## config.mk

```make
export PLATFORM = sky130hd
export DESIGN_NAME = note_sequencer_flat
export DESIGN_NICKNAME = d
export VERILOG_FILES = /design/src/rtl/note_sequencer_if.sv /design/src/rtl/note_sequencer.sv /design/src/flat_wrapper.sv
export SDC_FILE = /design/constraint.sdc
export NUM_CORES = 1
export LEC_CHECK = 0
export ABC_AREA = 0
export ABC_CLOCK_PERIOD_IN_PS = 5300
export CAP_MARGIN = 10
export CORE_MARGIN = 8
export CORE_UTILIZATION = 63
export DETAILED_ROUTE_END_ITERATION = 8
export GPL_TIMING_DRIVEN = 0
export PLACE_DENSITY_LB_ADDON = 0.05
export RECOVER_POWER = 100
export REMOVE_ABC_BUFFERS = 1
export SYNTH_ARGS = -nofsm -noshare
export SYNTH_HDL_FRONTEND = slang
export SYNTH_SLANG_ARGS = --single-unit
```

## constraint.sdc

```tcl
create_clock -name clk -period 5.3 [get_ports clk]
set_input_delay 0.53 -clock clk [delete_from_list [all_inputs] [get_ports clk]]
set_output_delay 0.53 -clock clk [all_outputs]
set_load 0.005 [all_outputs]
```

## src/rtl/note_sequencer_if.sv

```systemverilog
// Control/status bundle between the note sequencer and its host.
// Handshake: there is no ready/valid pair. wr_en is a single-cycle write
// strobe that is always accepted on the edge where it is sampled high.
// step_pulse is a 1-cycle strobe marking every step load.
// All other controls are levels that are sampled on every edge.
interface note_sequencer_if;
  logic        run;
  logic [7:0]  tempo;
  logic [7:0]  gate_len;
  logic [3:0]  last_step;
  logic        wr_en;
  logic [3:0]  wr_addr;
  logic [4:0]  wr_data;
  logic [10:0] scale_factor;
  logic        gate;
  logic [3:0]  step_idx;
  logic        step_pulse;
  logic        dbg_state;   // 1 while the sequencer FSM is in PLAY

  modport master (
    output run, tempo, gate_len, last_step, wr_en, wr_addr, wr_data,
    input  scale_factor, gate, step_idx, step_pulse, dbg_state
  );

  modport slave (
    input  run, tempo, gate_len, last_step, wr_en, wr_addr, wr_data,
    output scale_factor, gate, step_idx, step_pulse, dbg_state
  );
endinterface

```

## src/rtl/note_sequencer.sv

```systemverilog
// 16-step note sequencer. It feeds an 11-bit divider reload value and a
// gate line. Steps advance every (tempo+1) prescaled ticks. Each pattern entry
// is a chromatic note index or a rest.
module note_sequencer #(
  parameter int PRESCALE = 1000
) (
  input logic              clk,
  input logic              rst,
  note_sequencer_if.slave  bus
);

  localparam int PW = (PRESCALE > 2) ? $clog2(PRESCALE) : 1;

  typedef enum logic [0:0] {IDLE = 1'b0, PLAY = 1'b1} state_t;

  state_t      state_q, state_d;
  logic [PW-1:0] presc_q, presc_d;
  logic [7:0]  tick_cnt_q, tick_cnt_d;
  logic [3:0]  step_idx_q, step_idx_d;
  logic [10:0] sf_q, sf_d;
  logic        gate_q, gate_d;
  logic        pulse_q, pulse_d;
  logic [4:0]  pattern_q [16];
  logic [4:0]  pattern_d [16];

  logic        tick;
  logic        do_load;
  logic [3:0]  load_idx;
  logic [4:0]  entry;

  // Chromatic divider reload values, C4 up to D#5.
  function automatic logic [10:0] note_lut(input logic [3:0] n);
    case (n)
      4'd0:  note_lut = 11'd1910;
      4'd1:  note_lut = 11'd1803;
      4'd2:  note_lut = 11'd1702;
      4'd3:  note_lut = 11'd1606;
      4'd4:  note_lut = 11'd1516;
      4'd5:  note_lut = 11'd1431;
      4'd6:  note_lut = 11'd1350;
      4'd7:  note_lut = 11'd1275;
      4'd8:  note_lut = 11'd1203;
      4'd9:  note_lut = 11'd1135;
      4'd10: note_lut = 11'd1072;
      4'd11: note_lut = 11'd1011;
      4'd12: note_lut = 11'd955;
      4'd13: note_lut = 11'd901;
      4'd14: note_lut = 11'd850;
      default: note_lut = 11'd803;
    endcase
  endfunction

  assign tick = (presc_q == PW'(PRESCALE - 1));

  // State and datapath registers; reset restores IDLE and an all-rest pattern.
  always_ff @(posedge clk) begin
    if (rst) begin
      state_q    <= IDLE;
      presc_q    <= '0;
      tick_cnt_q <= '0;
      step_idx_q <= '0;
      sf_q       <= '0;
      gate_q     <= 1'b0;
      pulse_q    <= 1'b0;
      for (int i = 0; i < 16; i++) pattern_q[i] <= 5'h10;
    end else begin
      state_q    <= state_d;
      presc_q    <= presc_d;
      tick_cnt_q <= tick_cnt_d;
      step_idx_q <= step_idx_d;
      sf_q       <= sf_d;
      gate_q     <= gate_d;
      pulse_q    <= pulse_d;
      pattern_q  <= pattern_d;
    end
  end

  // Pattern writes land at the edge, so a same-cycle step load sees the old entry.
  always_comb begin
    pattern_d = pattern_q;
    if (bus.wr_en) pattern_d[bus.wr_addr] = bus.wr_data;
  end

  // Next state: run is a plain level that selects PLAY or IDLE.
  always_comb begin
    state_d = state_q;
    case (state_q)
      IDLE:    if (bus.run)  state_d = PLAY;
      PLAY:    if (!bus.run) state_d = IDLE;
      default: state_d = IDLE;
    endcase
  end

  // Outputs and counters: start/stop handling, tick counting, gate-off, step loads.
  always_comb begin
    presc_d    = presc_q;
    tick_cnt_d = tick_cnt_q;
    step_idx_d = step_idx_q;
    sf_d       = sf_q;
    gate_d     = gate_q;
    pulse_d    = 1'b0;
    do_load    = 1'b0;
    load_idx   = step_idx_q;
    case (state_q)
      IDLE: begin
        if (bus.run) begin
          do_load    = 1'b1;
          load_idx   = 4'd0;
          presc_d    = '0;
          tick_cnt_d = '0;
        end
      end
      PLAY: begin
        if (!bus.run) begin
          // scale_factor deliberately holds its last value when stopping
          gate_d     = 1'b0;
          step_idx_d = 4'd0;
          presc_d    = '0;
          tick_cnt_d = '0;
        end else begin
          presc_d = tick ? '0 : presc_q + 1'b1;
          if (tick) begin
            if (tick_cnt_q == bus.tempo) begin
              do_load    = 1'b1;
              // >= also catches last_step being lowered below the current step
              load_idx   = (step_idx_q >= bus.last_step) ? 4'd0 : step_idx_q + 4'd1;
              tick_cnt_d = '0;
            end else begin
              tick_cnt_d = tick_cnt_q + 8'd1;
              if (({1'b0, tick_cnt_q} + 9'd1) == {1'b0, bus.gate_len}) gate_d = 1'b0;
            end
          end
        end
      end
      default: ;
    endcase
    entry = pattern_q[load_idx];
    if (do_load) begin
      step_idx_d = load_idx;
      sf_d       = note_lut(entry[3:0]);
      gate_d     = ~entry[4] & (bus.gate_len != 8'd0);
      pulse_d    = 1'b1;
    end
  end

  assign bus.scale_factor = sf_q;
  assign bus.gate         = gate_q;
  assign bus.step_idx     = step_idx_q;
  assign bus.step_pulse   = pulse_q;
  assign bus.dbg_state    = (state_q == PLAY);

endmodule
```

## src/flat_wrapper.sv

```systemverilog
// flat-port wrapper written by rule: the top's interface ports become plain ports
module note_sequencer_flat 
#(
  parameter int PRESCALE = 1000
)
  (clk, rst, bus_run, bus_tempo, bus_gate_len, bus_last_step, bus_wr_en, bus_wr_addr, bus_wr_data, bus_scale_factor, bus_gate, bus_step_idx, bus_step_pulse, bus_dbg_state);
  note_sequencer_if bus_i ();
  input logic clk;
  input logic rst;
  input wire logic [$bits(bus_i.run)-1:0] bus_run;
  input wire logic [$bits(bus_i.tempo)-1:0] bus_tempo;
  input wire logic [$bits(bus_i.gate_len)-1:0] bus_gate_len;
  input wire logic [$bits(bus_i.last_step)-1:0] bus_last_step;
  input wire logic [$bits(bus_i.wr_en)-1:0] bus_wr_en;
  input wire logic [$bits(bus_i.wr_addr)-1:0] bus_wr_addr;
  input wire logic [$bits(bus_i.wr_data)-1:0] bus_wr_data;
  output wire logic [$bits(bus_i.scale_factor)-1:0] bus_scale_factor;
  output wire logic [$bits(bus_i.gate)-1:0] bus_gate;
  output wire logic [$bits(bus_i.step_idx)-1:0] bus_step_idx;
  output wire logic [$bits(bus_i.step_pulse)-1:0] bus_step_pulse;
  output wire logic [$bits(bus_i.dbg_state)-1:0] bus_dbg_state;
  assign bus_i.run = bus_run;
  assign bus_i.tempo = bus_tempo;
  assign bus_i.gate_len = bus_gate_len;
  assign bus_i.last_step = bus_last_step;
  assign bus_i.wr_en = bus_wr_en;
  assign bus_i.wr_addr = bus_wr_addr;
  assign bus_i.wr_data = bus_wr_data;
  assign bus_scale_factor = bus_i.scale_factor;
  assign bus_gate = bus_i.gate;
  assign bus_step_idx = bus_i.step_idx;
  assign bus_step_pulse = bus_i.step_pulse;
  assign bus_dbg_state = bus_i.dbg_state;
  note_sequencer #(.PRESCALE(PRESCALE)) u_core (.clk(clk), .rst(rst), .bus(bus_i));
endmodule
```

==> impl.org <==
** Placed design
- Summing all placed instances gives a cell area of 0.00671 mm².
- At the end of routability-driven placement, the weighted congestion stood at 0.847.
- In this run the tool buffered the top-level ports with 50 buffer cells.
- Once detailed placement completed, the half-perimeter wirelength came to 10400 µm.
- Pre-CTS setup slack :: 188 ps

** Global routing
- Congestion Overflow GR :: 0
- The via count of the first global-routing pass was 5066.
- First-pass GRT wire length :: 25500 µm
- Entering global routing, the biggest net connects 59 pins.
- GRT Overall Usage :: 24.3%
- Number of antenna violations at the first check in global routing :: 0

** Synth
- Top cells by area, synth :: dfxtp_1 37%, mux2i_1 16%, nor2_1 6.7%, nand2_1 4.4%, ha_1 3.0%
- Counting flops with an async set or reset pin after synthesis yields a share of 0%.
- #FFs+latches synth :: 116
- In the synthesized netlist, the number of instances is 713.
- Summing every instance area after synthesis gives 0.00624 mm².
- The synthesized design spends more area on one cell type than any other, namely dfxtp_1.
- The Yosys step of the flow raised 0 warnings.
- Part of the Yosys area used for sequential elements :: 37.2%
- Post-synthesis average cell area :: 8.75 µm²
- The most used flip-flop cell after synthesis is dfxtp_1.
- Counting flops with a built-in enable in the synthesized netlist gives 0.
- Area share of the largest cell type after synthesis :: 37.2%
- After synthesis, the netlist uses 66 different library cells.

** Routing
- Once detail routing completed, the nets flagged for antenna violations numbered 0.
- In this run, the number of DRC markers left after iteration 0 of detailed routing was 433.
- The routed layout has 5309 vias.
- First-pass DRT Iterations :: 5
- DRC violations left :: 0
- The final layout contains routed wiring with a total length of 15700 µm.
- Dividing the detail-routed wire length by the instance count gives 17.7 µm.
- Routed vias/inst :: 6.01

** Final layout
- Most frequent standard cell in the layout excluding fill and tap cells :: dfxtp_1
- Fill cells :: 719
- Number of antenna diodes :: 0
- Relative to the synthesized area, the layout overhead comes to 16.8%.
- Commonest non-fill, non-tap cells in the layout :: 116 x dfxtp_1, 112 x nor2_1, 102 x mux2i_1, 73 x nand2_1, 29 x clkdlybuf4s50_1
- Final non-filler cell area :: 0.00728 mm²
- Layout net count :: 786
- Cells with a size suffix above 1 make up 7.72% of the layout.
- Core Util, Final :: 75.2%

** Clock tree
- Counting every sink on the clock net gives 116.
- The tree is rooted in a clkbuf_8.
- Maximum clock insertion buffer count :: 2
- Number of instances resized during post-cts repair :: 0
- After clock tree synthesis, the clock-pin slew on the worst setup and hold paths is 60 ps.
- Source-to-sink clock delay at the later pin of the worst-skew pair :: 520 ps
- In this run, post-CTS hold repair placed 0 buffers.
- After clock tree synthesis, the setup repair step added 0 buffers.
- The clock tree synthesis step divided the H-tree into 4 levels.
- Clock tree from TritonCTS :: done
- Number of buffers inserted during clock tree synthesis :: 17

** Timing
- Clock skew on the completed layout was measured at 6.43 ps.
- Period minus WS final :: 4770 ps
- Worst-margin pin slew :: 1940 ps
- For this run, the top clock speed supported by timing is 210 MHz.
- Setup repair after global routing left no endpoint under its margin.
- Headroom to the max-slew limit came out at -29.3%.
- The number of hold violations in the final report was 0.
- Period utilisation layout :: 90.0%
- Number of endpoints failing setup at the final stage :: 0
- In the post-route analysis, the smallest setup slack over all paths is 530 ps.
- Hold Worst Slack :: 448 ps
- Final slew viol count :: 41

** Setup path
- Classification of the worst setup path :: flip-flop to flip-flop
- WP data arrival :: 5170 ps
- Of all nets on the critical path, the largest fanout is 28.
- STA classifies the critical path startpoint as a flip-flop.
- In this run the worst setup path begins at u_core.bus.step_idx[0].
- Required time of the worst setup path :: 5700 ps
- The worst setup path is captured at a flip-flop.
- Startpoint of the most critical register-to-register path :: u_core.bus.step_idx[0]

** Die
- The floorplan has 36 rows.
- Effective utilization at floorplan :: 64.4%
- Core footprint :: 0.00968 mm²
- Die outline area :: 0.0133 mm²
- Height of the chip :: 116 µm
- In this run the count of I/O pins placed on the die edge is 51.
- The die is 116 µm wide.

** Run status
- Failing checks :: max-capacitance violations, max-slew violations
- The flow ran to the end, but the final reports show violations.

** Power and ir drop
- For this design the static power due to leakage is 3.04 nW.
- The worst-case IR drop observed on VDD is 0.303 mV.
- Cell area power density :: 293 mW/mm²

** Run
- Max cap viols :: 1

** Worst hold path
- The startpoint identified for the worst hold timing path is u_core.bus.scale_factor[9].
- Hold Path Class :: flip-flop to flip-flop
cells in the mapped netlist (3+ instances only):
library cell,n
dfxtp_1,116
nor2_1,112
mux2i_1,102
nand2_1,73
clkbuf_1,30
a21oi_1,28
nand3_1,21
a22oi_1,18
ha_1,15
o21ai_0,14
and3_1,12
xnor2_1,11
xor2_1,11
buf_2,10
inv_1,10
nand2b_1,10
nand3b_1,7
o21ai_1,7
buf_6,6
a211oi_1,5
a311oi_1,5
nor2b_1,5
o211ai_1,5
o22ai_1,5
a31o_1,4
nor4_1,4
or2_2,4
a22oi_2,3
a31oi_1,3
a32oi_1,3
nand4_1,3
nor3b_1,3
or3_1,3
state kept, by name, summed over array words and instances, names as in the netlist:
register / flops
u_core.pattern_q: 80
u_core.bus.scale_factor: 11
u_core.presc_q: 10
u_core.tick_cnt_q: 8
u_core.bus.step_idx: 4
u_core.bus.dbg_state: 1
u_core.bus.gate: 1
u_core.bus.step_pulse: 1
kinds of logic (layout without fill, tap and decap cells):
logic type / after synthesis / count (layout) / share of synthesized area, %
simple gates: 273 / 273 / 20.5
compound gates: 124 / 124 / 14.6
flops: 116 / 116 / 37.2
mux: 105 / 105 / 17.1
buf+inv: 58 / 96 / 4.47
xor+xnor: 22 / 22 / 3.09
fa+ha+maj: 15 / 15 / 3.01
through the flow:
| stage | TNS [ps] | cells | power [W] |
|---|---|---|---|
| detailed placement | 0 | 851 | 0.00106 |
| global route | 0 | 884 | 0.00220 |
| CTS | 0 | 883 | 0.00214 |
| global placement | -2670 | 849 | 0.00105 |
| floorplan | 0 | 666 | 0.000978 |
| finish | 0 | 884 | 0.00213 |
layout make-up:
class | count | area [µm²] | area share [%]
Inverter | 11 | 41.3 | 0.567
Clock buffer | 22 | 483 | 6.63
Sequential cell | 116 | 2320 | 31.9
Timing Repair Buffer | 53 | 541 | 7.42
Clock inverter | 10 | 97.6 | 1.34
Tap cell | 133 | 166 | 2.29
Multi-Input combinational cell | 539 | 3630 | 49.9
worst max-delay path: stages (launching register included):
cell and delay, ps:
dfxtp_1 440, inv_1 120, ha_1 310, nand2b_1 210, a2111oi_4 460, o21ai_1 220
mux2i_4 840, mux2i_1 300, a22oi_1 130, a22oi_1 300, nand2_1 240, inv_1 190
ha_1 260, inv_1 80, o21ai_0 180, mux2i_1 110, a22o_1 250
worst paths after layout:
path,to,slack (ps),cells past startpoint
hold / removal,u_core.bus.scale_factor[9],450,2
setup reg to reg,u_core.bus.scale_factor[4],530,16
hold reg to reg,u_core.bus.scale_factor[9],450,2
setup / recovery,u_core.bus.scale_factor[4],530,16
where the power goes:
group	leakage [nW]	switching (W)	internal, W
logic	1.82	0.0000825	0.0000631
clock network	0.280	0.000407	0.000685
registers	0.939	0.00000794	0.000887
routing by layer:
layer | track usage, % | vias to the layer above | routed length [µm]
met4 | 9.37 | 0 | 249
met5 | 0 | - | 0
li1 | - | 2562 | -
met1 | 28.0 | 2546 | 6530
met2 | 41.2 | 176 | 7840
met3 | 7.45 | 25 | 1070
Power figures use the tool's default switching activity.
